[src/rtl/rf_write_arbiter_pkg.sv]
// Shared processor definitions for the register-file writeback arbiter.
// Requests carry a wide data field; each user keeps only its low N bits.
package rf_write_arbiter_pkg;

  localparam int REG_ADDR_W = 3;
  localparam int NUM_REGS   = 8;
  localparam int MAX_DATA_W = 64;

  typedef struct packed {
    logic [REG_ADDR_W-1:0] addr;
    logic [MAX_DATA_W-1:0] data;
  } wb_req_t;

  typedef enum logic {
    RR_MEM = 1'b0,
    RR_ALU = 1'b1
  } rr_e;

endpackage

[src/rtl/rf_write_arbiter_wb_fifo.sv]
// Small writeback request queue; exposes every slot oldest-first so the
// parent can scan queued addresses for hazards and forwarding.
module wb_fifo
  import rf_write_arbiter_pkg::*;
#(
  parameter int DEPTH = 2
) (
  input  logic                  clk,
  input  logic                  rst_n,
  input  logic                  push_i,
  input  wb_req_t               req_i,
  input  logic                  pop_i,
  output logic                  full_o,
  output wb_req_t [DEPTH-1:0]   ord_o,
  output logic    [DEPTH-1:0]   ord_vld_o
);

  localparam int PW = $clog2(DEPTH);
  localparam logic [PW-1:0] PTR_ONE  = PW'(1);
  localparam logic [PW:0]   CNT_ONE  = (PW+1)'(1);
  localparam logic [PW:0]   CNT_FULL = (PW+1)'(DEPTH);

  wb_req_t       mem_q [DEPTH];
  logic [PW-1:0] wr_q, rd_q;
  logic [PW:0]   cnt_q, cnt_d;
  logic          do_push, do_pop;

  // A push into a full queue is legal only when the head leaves on the same edge.
  assign full_o  = (cnt_q == CNT_FULL);
  assign do_pop  = pop_i && (cnt_q != '0);
  assign do_push = push_i && (!full_o || do_pop);

  always_comb begin
    cnt_d = cnt_q;
    if (do_push && !do_pop) cnt_d = cnt_q + CNT_ONE;
    else if (!do_push && do_pop) cnt_d = cnt_q - CNT_ONE;
  end

  always_ff @(posedge clk or negedge rst_n) begin
    if (!rst_n) begin
      wr_q  <= '0;
      rd_q  <= '0;
      cnt_q <= '0;
      for (int i = 0; i < DEPTH; i++) mem_q[i] <= '0;
    end else begin
      cnt_q <= cnt_d;
      if (do_push) begin
        mem_q[wr_q] <= req_i;
        wr_q        <= wr_q + PTR_ONE;
      end
      if (do_pop) rd_q <= rd_q + PTR_ONE;
    end
  end

  always_comb begin
    for (int k = 0; k < DEPTH; k++) begin
      ord_o[k]     = mem_q[rd_q + PW'(k)];
      ord_vld_o[k] = (cnt_q > (PW+1)'(k));
    end
  end

endmodule

[src/rtl/rf_write_arbiter.sv]
// Arbitrates ALU and load writebacks onto the single register-file write port.
// Define RF_WRITE_ARBITER_FWD_EN to build the decode-stage forwarding network.
module rf_write_arbiter
  import rf_write_arbiter_pkg::*;
#(
  parameter int N     = 16,
  parameter int DEPTH = 2
) (
  input  logic                  clk,
  input  logic                  rst,
  input  logic                  alu_valid,
  output logic                  alu_ready,
  input  logic [REG_ADDR_W-1:0] alu_addr,
  input  logic [N-1:0]          alu_data,
  input  logic                  mem_valid,
  output logic                  mem_ready,
  input  logic [REG_ADDR_W-1:0] mem_addr,
  input  logic [N-1:0]          mem_data,
  output logic                  rf_write_enable,
  output logic [REG_ADDR_W-1:0] rf_write_addr,
  output logic [N-1:0]          rf_write_data,
  input  logic [REG_ADDR_W-1:0] rd_addr1,
  input  logic [REG_ADDR_W-1:0] rd_addr2,
  output logic                  rd_hazard1,
  output logic                  rd_hazard2,
  output logic                  fwd_hit1,
  output logic                  fwd_hit2,
  output logic [N-1:0]          fwd_data1,
  output logic [N-1:0]          fwd_data2,
  output logic [NUM_REGS-1:0]   busy_mask
);

  wb_req_t                alu_req, mem_req;
  wb_req_t  [DEPTH-1:0]   alu_ord, mem_ord;
  logic     [DEPTH-1:0]   alu_vld, mem_vld;
  logic                   alu_full, mem_full;
  logic                   grant_alu, grant_mem;
  rr_e                    rr_q, rr_d;
  logic                   rdy_en_q;
  logic                   wen_q;
  logic [REG_ADDR_W-1:0]  waddr_q;
  logic [N-1:0]           wdata_q;
  logic                   unused_data;

  always_comb begin
    alu_req             = '0;
    alu_req.addr        = alu_addr;
    alu_req.data[N-1:0] = alu_data;
    mem_req             = '0;
    mem_req.addr        = mem_addr;
    mem_req.data[N-1:0] = mem_data;
  end

  // Ready stays low until the first edge after reset release.
  assign alu_ready = rdy_en_q && (!alu_full || grant_alu);
  assign mem_ready = rdy_en_q && (!mem_full || grant_mem);

  wb_fifo #(.DEPTH(DEPTH)) u_alu_fifo (
    .clk       (clk),
    .rst_n     (rst),
    .push_i    (alu_valid && alu_ready),
    .req_i     (alu_req),
    .pop_i     (grant_alu),
    .full_o    (alu_full),
    .ord_o     (alu_ord),
    .ord_vld_o (alu_vld)
  );

  wb_fifo #(.DEPTH(DEPTH)) u_mem_fifo (
    .clk       (clk),
    .rst_n     (rst),
    .push_i    (mem_valid && mem_ready),
    .req_i     (mem_req),
    .pop_i     (grant_mem),
    .full_o    (mem_full),
    .ord_o     (mem_ord),
    .ord_vld_o (mem_vld)
  );

  // Same-address heads always go mem-first so the load can never overwrite
  // a younger ALU result; the round-robin pointer only moves on real contention.
  always_comb begin
    grant_alu = 1'b0;
    grant_mem = 1'b0;
    rr_d      = rr_q;
    if (alu_vld[0] && mem_vld[0]) begin
      if (alu_ord[0].addr == mem_ord[0].addr) begin
        grant_mem = 1'b1;
      end else if (rr_q == RR_MEM) begin
        grant_mem = 1'b1;
        rr_d      = RR_ALU;
      end else begin
        grant_alu = 1'b1;
        rr_d      = RR_MEM;
      end
    end else if (alu_vld[0]) begin
      grant_alu = 1'b1;
    end else if (mem_vld[0]) begin
      grant_mem = 1'b1;
    end
  end

  always_ff @(posedge clk or negedge rst) begin
    if (!rst) begin
      rr_q     <= RR_MEM;
      rdy_en_q <= 1'b0;
      wen_q    <= 1'b0;
      waddr_q  <= '0;
      wdata_q  <= '0;
    end else begin
      rr_q     <= rr_d;
      rdy_en_q <= 1'b1;
      wen_q    <= grant_alu || grant_mem;
      if (grant_mem) begin
        waddr_q <= mem_ord[0].addr;
        wdata_q <= mem_ord[0].data[N-1:0];
      end else if (grant_alu) begin
        waddr_q <= alu_ord[0].addr;
        wdata_q <= alu_ord[0].data[N-1:0];
      end
    end
  end

  assign rf_write_enable = wen_q;
  assign rf_write_addr   = waddr_q;
  assign rf_write_data   = wdata_q;

  always_comb begin
    busy_mask = '0;
    if (wen_q) busy_mask[waddr_q] = 1'b1;
    for (int k = 0; k < DEPTH; k++) begin
      if (alu_vld[k]) busy_mask[alu_ord[k].addr] = 1'b1;
      if (mem_vld[k]) busy_mask[mem_ord[k].addr] = 1'b1;
    end
  end

  assign rd_hazard1 = busy_mask[rd_addr1];
  assign rd_hazard2 = busy_mask[rd_addr2];

`ifdef RF_WRITE_ARBITER_FWD_EN
  // Scan oldest to youngest so the last match wins; mem is newer on a position tie.
  always_comb begin
    fwd_data1 = '0;
    fwd_data2 = '0;
    if (wen_q && waddr_q == rd_addr1) fwd_data1 = wdata_q;
    if (wen_q && waddr_q == rd_addr2) fwd_data2 = wdata_q;
    for (int k = 0; k < DEPTH; k++) begin
      if (alu_vld[k] && alu_ord[k].addr == rd_addr1) fwd_data1 = alu_ord[k].data[N-1:0];
      if (mem_vld[k] && mem_ord[k].addr == rd_addr1) fwd_data1 = mem_ord[k].data[N-1:0];
      if (alu_vld[k] && alu_ord[k].addr == rd_addr2) fwd_data2 = alu_ord[k].data[N-1:0];
      if (mem_vld[k] && mem_ord[k].addr == rd_addr2) fwd_data2 = mem_ord[k].data[N-1:0];
    end
  end
  assign fwd_hit1 = rd_hazard1;
  assign fwd_hit2 = rd_hazard2;
`else
  assign fwd_hit1  = 1'b0;
  assign fwd_hit2  = 1'b0;
  assign fwd_data1 = '0;
  assign fwd_data2 = '0;
`endif

  assign unused_data = ^{alu_ord, mem_ord};

endmodule

[config.mk]
export PLATFORM = sky130hd
export DESIGN_NAME = rf_write_arbiter
export DESIGN_NICKNAME = d
export VERILOG_FILES = /design/src/rtl/rf_write_arbiter_pkg.sv /design/src/rtl/rf_write_arbiter_wb_fifo.sv /design/src/rtl/rf_write_arbiter.sv
export SDC_FILE = /design/constraint.sdc
export NUM_CORES = 1
export LEC_CHECK = 0
export CORE_MARGIN = 2
export CORE_UTILIZATION = 50
export DETAILED_ROUTE_END_ITERATION = 8
export GPL_TIMING_DRIVEN = 0
export MAX_ROUTING_LAYER = met4
export PLACE_DENSITY = 0.84
export SLEW_MARGIN = 20
export SYNTH_ARGS = -nofsm -noshare
export SYNTH_HDL_FRONTEND = slang
export SYNTH_SLANG_ARGS = --single-unit
[constraint.sdc]
create_clock -name clk -period 5.2 [get_ports clk]
set_input_delay 0.78 -clock clk [delete_from_list [all_inputs] [get_ports clk]]
set_output_delay 0.78 -clock clk [all_outputs]
set_load 0.1 [all_outputs]
# After elaboration in Yosys (flattened, before gate mapping)

Index checks and enable logic that the tools add are counted.

Register bits: 298

Equal/unequal tests: 3
Mux-type cells: 54
Bitwise operators: 11
Magnitude comparators: 24
Reductions and logical operators: 37
Add/sub/neg operators: 8

Operators by type and width:

| cell                | number |
|---|---|
| $mux 67             | 14 |
| $bwmux 134          | 2 |
| $demux 67 s1        | 2 |
| $mux 8              | 5 |
| $mux 16             | 2 |
| $or 8x8->8          | 4 |
| $lt 3x4->1 const B  | 7 |
| $logic_and 1x1->1   | 20 |
| $mux 1              | 16 |
| $demux 1 s3         | 5 |
| $ge 3x1->1 const B  | 5 |
| $ge 2x2->1 const B  | 6 |
| $not 1->2           | 6 |
| $reduce_bool 2->1   | 5 |
| $gt 2x1->1 const B  | 4 |
| $mux 2              | 4 |
| $bmux 1 s3          | 2 |
| $logic_not 1->1     | 6 |
| $mux 3              | 2 |
| $logic_or 1x1->1    | 5 |
| $add 1x1->1 const B | 4 |
| $add 2x1->2 const B | 2 |
| $eq 2x2->1 const B  | 2 |
| $lt 2x1->1 const B  | 2 |
| 4 further kinds     | 5 |

# Longest topological paths before layout

Depth after elaboration: 18
Gate-level depth with buffers: 11

# Modules after synthesis

From an unflattened synthesis, not the netlist that was laid out.

Cell total of the unflattened synthesis: 1125
Area, all modules: 16201.8 µm²

By module, submodules not included:

| module           | seq. area each (µm²) | area each (µm²) | cells each | instances |
|---|---|---|---|---|
| wb_fifo          | 3453.3               | 7131.8          | 455        | 2 |
| rf_write_arbiter | 550.5                | 1938.1          | 215        | 1 |

# Least setup slack after synthesis

Ideal clock, no wire load.

Kind: register to output
From: reg waddr_q[1] (netlist: rf_write_addr[1])
To: out rd_hazard2
Setup slack: -1419 ps
Arrival: 5839 ps
Cell stages (with the launch flop): 6
Cells stage by stage: dfrtp_1 > nor2b_1 > nand3_1 > nand4_1 > mux2i_1 > o311ai_0

Word-level cells in the longest chain between the ends: 15
Elaborated cells on any way between the ends: 16
Classes of those cells: order compare (2); mux (9); bitwise (4); reduce/logical (1)

RTL lines:

| element                                                        | RTL line                | text |
|---|---|---|
| start: declaration                                             | rf_write_arbiter.sv:41  | `logic [REG_ADDR_W-1:0] waddr_q;` |
| start signal: assignment                                       | rf_write_arbiter.sv:115 | `waddr_q <= mem_ord[0].addr;` |
| start signal: assignment                                       | rf_write_arbiter.sv:118 | `waddr_q <= alu_ord[0].addr;` |
| $lt 3x4->1 (not written as such) or $ge 3x1->1 (tied branches) | rf_write_arbiter.sv:130 | `if (wen_q) busy_mask[waddr_q] = 1'b1;` |
| $logic_and 1x1->1 (not written as such)                        | rf_write_arbiter.sv:130 |  |
| $mux 1 (not written as such)                                   | rf_write_arbiter.sv:130 |  |
| $demux 1 s3 *                                                  | rf_write_arbiter.sv:130 |  |
| $mux 8 *                                                       | rf_write_arbiter.sv:130 |  |
| $or 8x8->8 (no line)                                           | n/a                     |  |
| $mux 8 *                                                       | rf_write_arbiter.sv:132 | `if (alu_vld[k]) busy_mask[alu_ord[k].addr] = 1'b1;` |
| $or 8x8->8 (no line)                                           | n/a                     |  |
| $mux 8 *                                                       | rf_write_arbiter.sv:133 | `if (mem_vld[k]) busy_mask[mem_ord[k].addr] = 1'b1;` |
| $or 8x8->8 (no line)                                           | n/a                     |  |
| $mux 8 *                                                       | rf_write_arbiter.sv:132 |  |
| $or 8x8->8 (no line)                                           | n/a                     |  |
| $mux 8 *                                                       | rf_write_arbiter.sv:133 |  |
| via busy_mask[3]                                               | rf_write_arbiter.sv:30  | `output logic [NUM_REGS-1:0] busy_mask` |
| $bmux 1 s3 *                                                   | rf_write_arbiter.sv:138 | `assign rd_hazard2 = busy_mask[rd_addr2];` |
| $mux 1 (not written as such) *                                 | rf_write_arbiter.sv:138 |  |
| end: declaration                                               | rf_write_arbiter.sv:25  | `output logic rd_hazard2,` |

Mark *: on every way through the listed nets, which the timed path passes. The rest lies on a longest branch. The select of a mux whose other input is x is not followed.

# Worst setup path in the final report

From: reg u_alu_fifo.rd_q
To: out rd_hazard1

Word-level cells in the longest chain between the ends: 18
Elaborated cells on any way between the ends: 29
Classes of those cells: add/sub (1); order compare (4); mux (16); bitwise (6); reduce/logical (2)

RTL lines:

| element                                                        | RTL line                       | text |
|---|---|---|
| start: declaration                                             | rf_write_arbiter_wb_fifo.sv:24 | `logic [PW-1:0] wr_q, rd_q;` |
| start signal: assignment                                       | rf_write_arbiter_wb_fifo.sv:51 | `if (do_pop) rd_q <= rd_q + PTR_ONE;` |
| $not 1->2 (not written as such)                                | rf_write_arbiter_wb_fifo.sv:57 | `ord_o[k] = mem_q[rd_q + PW'(k)];` |
| $mux 67 (not written as such) (3 in series)                    | rf_write_arbiter_wb_fifo.sv:57 |  |
| $lt 3x4->1 (not written as such) or $ge 3x1->1 (tied branches) | rf_write_arbiter.sv:132        |  |
| $logic_and 1x1->1 (not written as such)                        | rf_write_arbiter.sv:132        |  |
| $mux 1 (not written as such)                                   | rf_write_arbiter.sv:132        |  |
| $demux 1 s3                                                    | rf_write_arbiter.sv:132        |  |
| $or 8x8->8 (no line)                                           | n/a                            |  |
| $mux 8                                                         | rf_write_arbiter.sv:132        |  |
| $or 8x8->8 (no line)                                           | n/a                            |  |
| $mux 8                                                         | rf_write_arbiter.sv:133        |  |
| $or 8x8->8 (no line)                                           | n/a                            |  |
| $mux 8 *                                                       | rf_write_arbiter.sv:132        |  |
| $or 8x8->8 (no line)                                           | n/a                            |  |
| $mux 8 *                                                       | rf_write_arbiter.sv:133        |  |
| $bmux 1 s3 *                                                   | rf_write_arbiter.sv:137        | `assign rd_hazard1 = busy_mask[rd_addr1];` |
| $mux 1 (not written as such) *                                 | rf_write_arbiter.sv:137        |  |
| end: declaration                                               | rf_write_arbiter.sv:24         | `output logic rd_hazard1,` |

Every way passes the cells marked *; elsewhere a longest branch is shown, timed or not. The select of a mux whose other input is x is not followed.

==> results by group <==
Status
  – Result of the run: finished clean

Final layout
  – Number of nets in the layout: between 700 and 800
  – Number of filler instances in the final layout: roughly 940
  – Proportion of layout cells with a drive suffix above 1: 0.2596
  – Final antenna diode count: 0
  – Synth-to-Final Area Change: 24.04%
  – Final standard cell area without fillers: ~0.0075 mm^2
  – Commonest non-fill, non-tap cell in the layout: sky130_fd_sc_hd__dfrtp_1
  – Seq. cell area: 0.002653 mm^2
  – Commonest cells after routing, fill and taps aside: sky130_fd_sc_hd__dfrtp_1 (106), sky130_fd_sc_hd__mux2_2 (92), sky130_fd_sc_hd__clkdlybuf4s50_1 (78), sky130_fd_sc_hd__nand2_1 (56), sky130_fd_sc_hd__o21ai_0 (42)
  – Combined area of the multi-input logic cells: between 0.003 and 0.004 mm^2

Routing
  – Count of unresolved DRC violations after routing: 0
  – Antenna Violating Nets Remaining: 0
  – Drt via density: around 5.5
  – Length of the first detailed-routing pass in iterations: 5
  – Number of vias in the routed layout: ~4.5k
  – Iter 0 DRT Violations: between 200 and 300
  – Average wire per standard cell: approximately 18 um
  – Wire length after detailed routing: 14430 um

Flow run
  – Max capacitance violation total: 0

Floorplan
  – Floorplan die width: approximately 110 um
  – Die ar.: around 0.013 mm^2
  – Initial Util: 0.5077
  – Site Rows: 40
  – Area of the core region: roughly 0.012 mm^2
  – Top-level port count: between 100 and 150
  – Vertical die dimension: roughly 110 um

Timing
  – Max-slew headroom: 0.3231
  – Pin slew with the least headroom to its limit: between 1000 and 1500 ps
  – Final min period: around 4800 ps
  – Setup repair after global routing missed its margin: no
  – FMAX: 209.5 MHz
  – Clock Skews: between 9 and 10 ps
  – Fin crit share: 0.9179
  – Final setup vio count: 0
  – Final-report max-slew violation count: 0
  – Hold violation count in the final report: 0

Place
  – DP Wirelength: roughly 11000 um
  – Placer's final routability congestion estimate: slightly below 1
  – Standard cell area after detailed placement: between 0.007 and 0.008 mm^2
  – Input/output buffers: 79

Synth
  – Synth Area per Inst: ~11 um^2
  – Distinct cells, synth: 53
  – Synthesized-area fraction occupied by ao, oa, aoi and oai cells: 0.08794
  – Sequential fraction of the synthesis area: 0.4387
  – Synthesis Warnings: 0
  – Number of cells produced by synthesis: between 500 and 600
  – Register bit count reported by yosys: about 110
  – Adder-cell share of the synthesized area: 0.01655
  – Simple-gate area share of the yosys netlist: 0.09870
  – XOR/XNOR share of the synthesized area: 0.01738
  – Proportion of synthesized area in mux cells: 0.2640
  – Post-synthesis instance area: between 0.006 and 0.007 mm^2
  – Largest family of logic cells by synthesized area: multiplexers
  – Proportion of synthesized flip-flops having asynchronous set or reset: 1.000
  – Number of enable-type register cells in the synthesized netlist: 0
  – Commonest register cell after synthesis: sky130_fd_sc_hd__dfrtp_1

CTS
  – Setup Fix Bufs, Post-CTS: 0
  – Worst-case clock buffer depth: 2
  – Hold-fix buffer count after cts: 0
  – Clock latency on the worst-skew pair: ~350 ps
  – # H-tree levels: 3
  – Clk slew on worst S/H paths: ~70 ps
  – Clock Sinks: between 100 and 150
  – Post_cts resized: 0
  – Clk Tree Root Cell: sky130_fd_sc_hd__clkbuf_16
  – CTS tree: built
  – Cts bufs inserted: 9

Setup path
  – Slowest Stage Delay on Critical Path: around 1200 ps
  – Crit path arrival time: between 3000 and 4000 ps
  – Cell with the largest stage delay on the worst path: sky130_fd_sc_hd__clkdlybuf4s50_1
  – Data required, critical path: approximately 4400 ps
  – Worst path top cell family by delay: buffers and inverters
  – Endpoint type of the worst setup path: output port
  – Worst-path maximum fanout: 10
  – Cell-by-cell trace of the critical path: buf_6 -> clkbuf_1 -> clkbuf_1 -> nand3_1 -> o21ai_0 -> a22oi_1 -> nand4_1 -> o22ai_1 -> nor4_2 -> clkdlybuf4s50_1
  – Most frequent CP cell: sky130_fd_sc_hd__clkbuf_1
  – Setup crit start kind: flip-flop
  – Worst path bufs/invs: 4
  – Path type of the worst setup path: flip-flop to output port

Global route
  – Number of antenna violations at the first check in global routing: 0
  – Total congestion overflow after global routing: 0
  – All-Layer GR Usage: 0.2372
  – Vias in the first global route: between 4k and 5k
  – Pin count of the biggest net entering global routing: 64
  – Global-route wire length before repair: 23460 um

Worst hold path
  – Worst min-delay path category: input pin to async pin
state kept, by name, indices dropped and copies added, names as in the netlist:
register	cells
rdy_en_q	1
rf_write_addr	3
rf_write_data	16
rf_write_enable	1
rr_q	1
u_alu_fifo.cnt_q	2
u_alu_fifo.mem_q	38
u_alu_fifo.rd_q	1
u_alu_fifo.wr_q	1
u_mem_fifo.cnt_q	2
u_mem_fifo.mem_q	38
u_mem_fifo.rd_q	1
u_mem_fifo.wr_q	1
stage by stage:
| stage | setup TNS (ps) | setup WS [ps] | cells | util | hold slack [ps] |
|---|---|---|---|---|---|
| after CTS | 0 | 490.4 | 821 | 0.6297 | 357.3 |
| after global routing | 0 | 196.5 | 821 | 0.6297 | 370.5 |
| final | 0 | 426.8 | 821 | 0.6297 | 333.6 |
| after global placement | -36480 | -350.1 | 804 | 0.6004 | 474.9 |
| after floorplan | -247.9 | -247.9 | 578 | - | 464.0 |
| after detailed placement | 0 | 883.8 | 805 | 0.6028 | 484.2 |
cells by family (layout without fill, tap and decap cells):
family	Yosys count	after routing
compound gates	81	81
buf+inv	73	169
fa+ha+maj	8	8
xor+xnor	12	12
simple gates	122	122
other cells	2	35
mux	141	141
flops	106	106
synth_stat cells (all sizes together), types with 2 or more instances:
| cell | count | area (um^2) |
|---|---|---|
| a2111oi | 2 | 17.52 |
| a211oi | 4 | 30.03 |
| a21oi | 5 | 25.02 |
| a221oi | 5 | 43.79 |
| a222oi | 2 | 20.02 |
| a22oi | 6 | 45.04 |
| a32oi | 3 | 26.28 |
| and2 | 3 | 18.77 |
| buf | 47 | 359.1 |
| clkbuf | 16 | 60.06 |
| conb | 2 | 7.510 |
| dfrtp | 106 | 2653 |
| ha | 8 | 100.1 |
| inv | 10 | 37.54 |
| mux2 | 112 | 1299 |
| mux2i | 29 | 297.8 |
| nand2 | 57 | 221.5 |
| nand2b | 13 | 81.33 |
| nand3 | 12 | 60.06 |
| nand3b | 3 | 22.52 |
| nand4 | 3 | 18.77 |
| nor2 | 12 | 47.55 |
| nor2b | 6 | 37.54 |
| nor3 | 2 | 10.01 |
| nor4 | 2 | 12.51 |
| o21ai | 42 | 210.2 |
| o32ai | 3 | 26.28 |
| or2 | 2 | 12.51 |
| or2b | 2 | 15.01 |
| or3b | 2 | 17.52 |
| xnor2 | 9 | 78.83 |
| xor2 | 3 | 26.28 |
metal layers:
layer  up-vias  GRT usage  share of wire
li1       2110          -              -
met1      2241     0.2830           0.41
met2       160     0.4143           0.52
met3        25    0.03507          0.052
met4         0    0.07642          0.025
met5         -          -              0
layout make-up:
| class | count | share of cell area |
|---|---|---|
| Multi-Input combinational cell | 399 | 0.4090 |
| Inverter | 10 | 0.005004 |
| Tap cell | 147 | 0.02452 |
| Timing Repair Buffer | 80 | 0.1093 |
| Sequential cell | 106 | 0.3536 |
| Clock inverter | 5 | 0.01034 |
| Clock buffer | 11 | 0.03236 |
| Buffer | 63 | 0.05588 |
final timing paths:
check | to | slack, ps | from | depth (start not counted)
setup / recovery | rd_hazard1 | 430 | u_alu_fifo.rd_q$_DFFE_PN0P_ | 10
hold / removal | u_alu_fifo.mem_q[13]$_DFFE_PN0P_ | 330 | rst | 1
setup reg to reg | u_mem_fifo.mem_q[80]$_DFFE_PN0P_ | 2280 | u_alu_fifo.mem_q[133]$_DFFE_PN0P_ | 8
hold reg to reg | u_alu_fifo.mem_q[12]$_DFFE_PN0P_ | 500 | u_alu_fifo.mem_q[12]$_DFFE_PN0P_ | 1
max in group asynchronous | u_mem_fifo.mem_q[13]$_DFFE_PN0P_ | 4210 | rst | 2
min in group clk | u_alu_fifo.mem_q[12]$_DFFE_PN0P_ | 500 | u_alu_fifo.mem_q[12]$_DFFE_PN0P_ | 1
Power is left out: the tool's default activity adds up to more than one toggle a clock period on the data nets, which glitch-free logic cannot reach.
